$ cat config.mk
export PLATFORM = sky130hd
export DESIGN_NAME = mdu_iter
export DESIGN_NICKNAME = d
export VERILOG_FILES = /design/src/rtl/mdu_pkg.sv /design/src/rtl/mdu_step.sv /design/src/rtl/mdu_iter.sv
export SDC_FILE = /design/constraint.sdc
export NUM_CORES = 1
export LEC_CHECK = 0
export CAP_MARGIN = 10
export CORE_AREA = 2 2 143 249
export CTS_CLUSTER_DIAMETER = 60
export DETAILED_ROUTE_END_ITERATION = 8
export DIE_AREA = 0 0 145 251
export GPL_TIMING_DRIVEN = 1
export PLACE_DENSITY_LB_ADDON = 0.08
export SLEW_MARGIN = 0
export SYNTH_ARGS = -nofsm -noshare
export SYNTH_HDL_FRONTEND = slang
export SYNTH_HIERARCHICAL = 1
export SYNTH_SLANG_ARGS = --single-unit
$ cat constraint.sdc
create_clock -name clk -period 5.1 [get_ports clk]
set_input_delay 1.02 -clock clk [delete_from_list [all_inputs] [get_ports clk]]
set_output_delay 1.02 -clock clk [all_outputs]
set_load 0.05 [all_outputs]
$ cat src/rtl/mdu_pkg.sv
`default_nettype none
// ============================================================
// mdu_pkg : opcode/state types shared by the iterative MDU
// Rev 1.0
// ============================================================
package mdu_pkg;

  typedef enum logic [2:0] {
    OP_MULT  = 3'd0,
    OP_MULTU = 3'd1,
    OP_DIV   = 3'd2,
    OP_DIVU  = 3'd3,
    OP_MTHI  = 3'd4,
    OP_MTLO  = 3'd5
  } mdu_op_t;

  typedef enum logic [1:0] {
    IDLE   = 2'd0,
    RUN    = 2'd1,
    FINISH = 2'd2
  } mdu_state_t;

  function automatic logic op_is_muldiv(input logic [2:0] op);
    return (op == OP_MULT) || (op == OP_MULTU) || (op == OP_DIV) || (op == OP_DIVU);
  endfunction

  function automatic logic op_is_signed(input logic [2:0] op);
    return (op == OP_MULT) || (op == OP_DIV);
  endfunction

  function automatic logic op_is_div(input logic [2:0] op);
    return (op == OP_DIV) || (op == OP_DIVU);
  endfunction

endpackage
`default_nettype wire

$ cat src/rtl/mdu_step.sv
`default_nettype none
// ============================================================
// mdu_step : one shift-add (multiply) or restoring trial-subtract
//            (divide) iteration. Rev 1.0
// ============================================================
module mdu_step #(
  parameter int WIDTH = 32
) (
  input  logic             div,
  input  logic [WIDTH:0]   upper,
  input  logic [WIDTH-1:0] lower,
  input  logic [WIDTH-1:0] opnd,
  output logic [WIDTH:0]   upper_nx,
  output logic [WIDTH-1:0] lower_nx
);

  logic [WIDTH:0] sum;
  logic [WIDTH:0] shifted;
  logic [WIDTH:0] diff;

  always_comb begin
    // upper holds the partial product (top bit clear) or the partial remainder
    sum     = upper + {1'b0, opnd & {WIDTH{lower[0]}}};
    shifted = {upper[WIDTH-1:0], lower[WIDTH-1]};
    diff    = shifted - {1'b0, opnd};
    if (div) begin
      if (diff[WIDTH]) begin
        upper_nx = shifted;
        lower_nx = {lower[WIDTH-2:0], 1'b0};
      end else begin
        upper_nx = diff;
        lower_nx = {lower[WIDTH-2:0], 1'b1};
      end
    end else begin
      upper_nx = {1'b0, sum[WIDTH:1]};
      lower_nx = {sum[0], lower[WIDTH-1:1]};
    end
  end

endmodule
`default_nettype wire

$ cat src/rtl/mdu_iter.sv
`default_nettype none
// ============================================================
// mdu_iter : iterative MULT/MULTU/DIV/DIVU unit with HI/LO and
//            single-cycle MTHI/MTLO. Rev 1.0
// ============================================================
module mdu_iter
  import mdu_pkg::*;
#(
  parameter int WIDTH = 32
) (
  input  logic             clk,
  input  logic             reset,
  input  logic             start,
  input  logic [2:0]       op,
  input  logic [WIDTH-1:0] a,
  input  logic [WIDTH-1:0] b,
  output logic             busy,
  output logic             done,
  output logic [WIDTH-1:0] hi,
  output logic [WIDTH-1:0] lo
);

  localparam int            CW        = $clog2(WIDTH + 1);
  localparam logic [CW-1:0] LAST_ITER = CW'(WIDTH - 1);

  mdu_state_t state, state_nx;

  logic [CW-1:0]      iter;
  logic               op_div, op_signed, sign_a, sign_b, div_zero;
  logic [WIDTH:0]     upper, upper_nx;
  logic [WIDTH-1:0]   lower, lower_nx, opnd;
  logic [WIDTH-1:0]   mag_a, mag_b;
  logic               load, step_en, commit, write_hi, write_lo;
  logic [2*WIDTH-1:0] product;
  logic [WIDTH-1:0]   quotient, remainder;

  always_ff @(posedge clk) begin
    if (reset) state <= IDLE;
    else       state <= state_nx;
  end

  always_comb begin
    state_nx = state;
    case (state)
      IDLE:    if (start && op_is_muldiv(op)) state_nx = RUN;
      RUN:     if (iter == LAST_ITER) state_nx = FINISH;
      FINISH:  state_nx = IDLE;
      default: state_nx = IDLE;
    endcase
  end

  always_comb begin
    load     = (state == IDLE) && start && op_is_muldiv(op);
    write_hi = (state == IDLE) && start && (op == OP_MTHI);
    write_lo = (state == IDLE) && start && (op == OP_MTLO);
    step_en  = (state == RUN);
    commit   = (state == FINISH);
  end

  assign busy = (state != IDLE);

  always_comb begin
    mag_a = (op_is_signed(op) && a[WIDTH-1]) ? -a : a;
    mag_b = (op_is_signed(op) && b[WIDTH-1]) ? -b : b;
  end

  mdu_step #(.WIDTH(WIDTH)) u_step (
    .div      (op_div),
    .upper    (upper),
    .lower    (lower),
    .opnd     (opnd),
    .upper_nx (upper_nx),
    .lower_nx (lower_nx)
  );

  // Divide-by-zero leaves |a| as remainder; the dividend-sign fix restores a itself.
  always_comb begin
    product = {upper[WIDTH-1:0], lower};
    if (op_signed && (sign_a ^ sign_b)) product = -product;
    quotient = lower;
    if (op_signed && (sign_a ^ sign_b) && !div_zero) quotient = -quotient;
    remainder = upper[WIDTH-1:0];
    if (op_signed && sign_a) remainder = -remainder;
  end

  always_ff @(posedge clk) begin
    if (reset) begin
      iter      <= '0;
      op_div    <= 1'b0;
      op_signed <= 1'b0;
      sign_a    <= 1'b0;
      sign_b    <= 1'b0;
      div_zero  <= 1'b0;
      upper     <= '0;
      lower     <= '0;
      opnd      <= '0;
      done      <= 1'b0;
      hi        <= '0;
      lo        <= '0;
    end else begin
      done <= commit;
      if (load) begin
        op_div    <= op_is_div(op);
        op_signed <= op_is_signed(op);
        sign_a    <= op_is_signed(op) & a[WIDTH-1];
        sign_b    <= op_is_signed(op) & b[WIDTH-1];
        div_zero  <= (b == '0);
        opnd      <= op_is_div(op) ? mag_b : mag_a;
        lower     <= op_is_div(op) ? mag_a : mag_b;
        upper     <= '0;
        iter      <= '0;
      end
      if (step_en) begin
        upper <= upper_nx;
        lower <= lower_nx;
        iter  <= iter + CW'(1);
      end
      if (write_hi) hi <= a;
      if (write_lo) lo <= a;
      if (commit) begin
        if (op_div) begin
          hi <= remainder;
          lo <= quotient;
        end else begin
          hi <= product[2*WIDTH-1:WIDTH];
          lo <= product[WIDTH-1:0];
        end
      end
    end
  end

endmodule
`default_nettype wire

After elaboration in Yosys (flattened, before gate mapping)

Cells that the tools add are included.

Bits in registers: 175

$add $sub $neg: 8
Equality and inequality tests: 10
Multiplexer cells: 26
Bitwise operators: 4
Reductions and logical operators: 24

Operators with widths:

| cell                                          | count |
|---|---|
| two-way mux 32 bit                            | 15 |
| two-way mux 33 bit                            | 4 |
| negator 32 bit                                | 4 |
| two-way mux 64 bit                            | 1 |
| negator 64 bit                                | 1 |
| adder 33 x 32 -> 33 bit                       | 1 |
| subtractor 33 x 32 -> 33 bit                  | 1 |
| AND 32 bit                                    | 1 |
| zero test 32 bit                              | 1 |
| two-way mux 6 bit                             | 2 |
| logical AND 1 bit                             | 10 |
| nonzero test 2 bit                            | 4 |
| adder 6 x 1 -> 6 bit, second input constant   | 1 |
| == test 3 x 2 -> 1 bit, second input constant | 2 |
| == test 3 bit, second input constant          | 2 |
| == test 6 x 5 -> 1 bit, second input constant | 1 |
| logical OR 1 bit                              | 5 |
| two-way mux 2 bit                             | 2 |
| case mux 2 bit (2 select lines)               | 1 |
| == test 3 x 1 -> 1 bit, second input constant | 1 |
| zero test 3 bit                               | 1 |
| AND 1 bit                                     | 2 |
| == test 2 x 1 -> 1 bit, second input constant | 1 |
| == test 2 bit, second input constant          | 1 |
| 7 further kinds                               | 7 |

Longest topological paths before layout

Depth after elaboration: 7
Depth in mapped cells: 19
Gate-level depth less buffers: 17

Cells and area by module

Netlist, hierarchy kept.

By module, submodules not included:

| module   | times used | cells each | area each (sq um) | sequential area each (sq um) |
|---|---|---|---|---|
| mdu_iter | 1          | 1,288      | 10,493.8          | 3,503.4 |
| mdu_step | 1          | 689        | 4,809.6           | 0.0 |

Least setup slack after synthesis

No wires, ideal clock.

Path kind: reg-to-reg
Start: reg lower[31]
End: reg upper[21]
Library setup time: 117 ps
Data arrival time: 3,820 ps
Required time: 4,983 ps
Slack: 1,163 ps
Cell stages (with the launch flop): 19
Path buffers: 1
Period minus slack after synthesis: 3,937 ps
Cell sequence: dfxtp_1 -> inv_1 -> ha_1 -> fa_1 -> nor2b_1 -> o211ai_1 -> a211oi_1 -> o31ai_4 -> a21oi_1 -> o22ai_1 -> o21bai_1 -> a21o_1 -> ha_1 -> clkbuf_1 -> nand2_1 -> nor2_1 -> a221o_1 -> a211o_1 -> a22o_1

Longest elaborated chain between the ends: 4

Ends and longest elaborated chain:

| element                      | line            | text |
|---|---|---|
| start: declaration           | mdu_iter.sv:31  | `logic [WIDTH-1:0] lower, lower_nx, opnd;` |
| start signal: assignment     | mdu_iter.sv:109 | `lower <= op_is_div(op) ? mag_a : mag_b;` |
| start signal: assignment     | mdu_iter.sv:115 | `lower <= lower_nx;` |
| subtractor 33 x 32 -> 33 bit | mdu_step.sv:25  | `diff = shifted - {1'b0, opnd};` |
| two-way mux 33 bit           | mdu_step.sv:27  | `if (diff[WIDTH]) begin` |
| two-way mux 33 bit           | mdu_step.sv:26  | `if (div) begin` |
| named net upper_nx[21]       | mdu_iter.sv:30  | `logic [WIDTH:0] upper, upper_nx;` |
| two-way mux 33 bit           | mdu_iter.sv:113 | `if (step_en) begin` |
| end signal: assignment       | mdu_iter.sv:114 | `upper <= upper_nx;` |
| end: declaration             | mdu_iter.sv:30  |  |

The timed path passes the listed nets, and every way through them passes these cells.
A chain may end at the register's enable or synchronous reset.

Final worst setup path

Start: reg lower[0]
End: reg upper[28]

Longest elaborated chain between the ends: 4

Ends and longest elaborated chain:

| element                 | line            | text |
|---|---|---|
| AND 32 bit              | mdu_step.sv:23  | `sum = upper + {1'b0, opnd & {WIDTH{lower[0]}}};` |
| adder 33 x 32 -> 33 bit | mdu_step.sv:23  |  |
| two-way mux 33 bit      | mdu_step.sv:26  |  |
| named net upper_nx[28]  | mdu_iter.sv:30  |  |
| two-way mux 33 bit      | mdu_iter.sv:113 |  |

The timed path passes the listed nets, and every way through them passes these cells.

==> results.yml <==
clock_tree:
  cts_tree: "built"
  insertion_delay_ns: 0.47
  cts_sinks: 175
  post_cts_resized: 0
  cts_root_buffer: "clkbuf_16"
  cts_setup_buffers: 0
  h-tree-depth: 4
  path_clk_slew_ns: 0.07
  ctsHoldBuffers: 0
  clk_path_buf_depth: 2
  cts_buffers: 17
placed_design:
  port_buffers: 135
  hpwlAfterDp_um: 56600
  dp_slack_ns: 0.768
  place_congestion: 0.995
synthesis:
  synthesis.area_um2: 15300
  synthDistinctLibCells: 95
  synth_top_area_cell: "dfxtp_1"
  synth_common_cells: "nor2_1 (188), dfxtp_1 (175), a21oi_1 (153)"
  synth_area_per_cell_um2: 7.74
  yosysWarnings: 6
  synth_edf_count: 0
  ys_top_cells_by_area: "dfxtp_1 (23%), ha_1 (5.7%), xnor2_1 (5.7%)"
  synth.most_common_cell: "nor2_1"
  synth_top_cell_area_share: 0.229
  synth-seq-cells: 175
  synthCells: 1977
  synthArstFlopShare: 0
  syn_nets: 2119
  ys_seq_area_frac: 0.229
  ys.flop_type: "dfxtp_1"
power:
  peakVddDrop_v: 0.000253
  leakage_nw: 7.14
  powerDensity_nw_per_um2: 230
  power.total_mw: 4.10
global_routing:
  grt_max_degree: 61
  grt_pass1_vias: 15989
  grt_usage: 0.385
  antenna_found_initial: 0
  grt_pass1_wl_um: 104000
  gr-total-overflow: 0
sta:
  fin_crit_ns: 4.45
  fin_crit_sh: 0.872
  fin_skew_ns: 0.00959
  worst_pin_slew_ns: 1.27
  setup_viol: 0
  rsz0062_at_grt: "no"
  final-hold-violation-count: 0
  tns_ns: 0
  whs_ns: 0.493
  slew_headroom: 0.151
  clock.fmax_ghz: 0.225
  final_max_slew_viol_count: 0
  setup_ws_ns: 0.655
worst_setup_path:
  r2r-start: "lower[0]"
  path_max_fanout: 27
  rrSetupSlack_ns: 0.65
  critPathKind: "reg -> reg"
  required_ns: 5.46
  r2r_end: "upper[28]"
  end_kind: "flip-flop"
  worstRegToRegCells: 13
  start_kind: "flip-flop"
  worst_ep_arrival_time_ns: 4.81
floorplan:
  start_util: 0.446
  pin_count: 136
  std_cell_rows: 90
  die_height_um: 251
  die_area_um2: 36400
  core_area_um2: 34300
  die_w_um: 145
layout:
  drive_gt1_frac: 0.0923
  diodes: 0
  fin_nets: 2199
  area_growth_pct: 16.2
  nFillCells: 3466
drt:
  avgRoutedWirePerCell_um: 28.6
  post-route-drc-count: 0
  dr.pass1.iters: 6
  routed_wl_um: 72300
  vias_per_cell: 6.50
  ant_nets: 0
  first_iter_violations: 1271
  num_vias: 16446
worst_hold_path:
  hold_class: "reg -> reg"
  min_to: "opnd[23]"
  whs_path_depth: 2
  hp-start: "opnd[23]"
flow_run:
  maxCapViolCount: 0
outcome:
  outcome: "finished, final reports clean"
-- sequential cells by signal, summed over array words and instances, names as in the netlist, 2 cells and up --
signal,count
opnd,32
hi,32
state,2
upper,33
lower,32
lo,32
iter,6
-- cell type report --
| class | instances | area [µm²] | share of cell area |
|---|---|---|---|
| multi-input cells | 1603 | 11000 | 0.621 |
| well taps | 460 | 576 | 0.0324 |
| clock buffers | 18 | 429 | 0.0241 |
| repair buffers | 196 | 1810 | 0.102 |
| flip-flops and latches | 175 | 3510 | 0.197 |
| clock inverters | 13 | 180 | 0.0101 |
| inverters | 64 | 240 | 0.0135 |
-- cells by family after synthesis --
kind of cell / after synthesis / share of synthesized area
multiplexers: 109 / 0.0745
AO/OA/AOI/OAI: 634 / 0.287
buffers and inverters: 199 / 0.0522
flip-flops: 175 / 0.229
XOR/XNOR: 157 / 0.0899
adder cells (fa/ha/maj): 72 / 0.0598
AND/OR/NAND/NOR: 631 / 0.208
-- cells in the final DEF (no fill, tap or decap), types with 11 or more instances in the layout --
| cell | instances |
|---|---|
| xnor2_1 | 100 |
| o21ai_0 | 77 |
| clkbuf_16 | 17 |
| or3_1 | 21 |
| o21a_1 | 11 |
| nor2_1 | 187 |
| buf_4 | 62 |
| and3_1 | 17 |
| nor4_1 | 29 |
| o22ai_1 | 32 |
| dfxtp_1 | 174 |
| o41ai_1 | 12 |
| clkdlybuf4s50_1 | 134 |
| o31ai_1 | 21 |
| nand4_1 | 20 |
| nand3_1 | 55 |
| a21oi_1 | 153 |
| or4_1 | 14 |
| a211oi_1 | 42 |
| and2_1 | 39 |
| o211ai_1 | 16 |
| xor2_1 | 57 |
| inv_1 | 64 |
| mux2i_1 | 70 |
| ha_1 | 70 |
| a41oi_1 | 13 |
| nand2b_1 | 17 |
| or2_2 | 13 |
| mux2_2 | 38 |
| nand2_1 | 115 |
| nor3_1 | 45 |
| a21o_1 | 40 |
| nor2b_1 | 15 |
| a31oi_1 | 57 |
| a22oi_1 | 16 |
| a22o_1 | 38 |
-- how the worst max path moves through the flow --
| stage | startpoint | end | depth (start not counted) |
|---|---|---|---|
| 2_1_floorplan | lower[31] | upper[21] | 18 |
| 3_3_place_gp | lower[31] | upper[24] | 18 |
| 5_1_grt | lower[31] | upper[24] | 18 |
| 6_report | lower[0] | upper[28] | 13 |
| 3_5_place_dp | lower[31] | upper[21] | 17 |
| 4_1_cts | lower[31] | upper[21] | 17 |
-- metal layers --
metal  GRT usage  up-vias  part of all wire  wire length, µm
li1            -     7538                 -                -
met1       0.364     7958              0.33            23800
met2       0.715      667              0.52            37400
met3      0.0465      283             0.043             3100
met4       0.356        0              0.11             7950
met5           0        -                 0                0
-- worst max-delay path, stage by stage, from the launching register on --
cell	delay [ns]
dfxtp_1	0.69
buf_4	0.37
and2_1	0.17
ha_1	0.31
a21oi_1	0.30
o21bai_1	0.13
nor3_1	0.23
a21oi_2	0.14
a221oi_2	0.44
nor2b_1	0.09
a2bb2oi_1	0.19
xnor2_1	0.90
o21ai_1	0.13
a22o_1	0.24
-- where the power goes --
| part | switching [mW] | internal [mW] |
|---|---|---|
| combinational | 0.735 | 0.418 |
| sequential | 0.0987 | 1.41 |
| clock | 0.652 | 0.781 |
| total | 1.49 | 2.61 |
-- per-stage QoR --
| step | utilization | cell area (µm²) | instances |
|---|---|---|---|
| 2_1_floorplan | - | 15300 | 1977 |
| 3_3_place_gp | 0.500 | 17200 | 2498 |
| 3_5_place_dp | 0.500 | 17200 | 2498 |
| 6_report | 0.518 | 17800 | 2529 |
| 5_1_grt | 0.518 | 17800 | 2529 |
| 4_1_cts | 0.518 | 17800 | 2529 |
(Power assumes the default switching activity.)
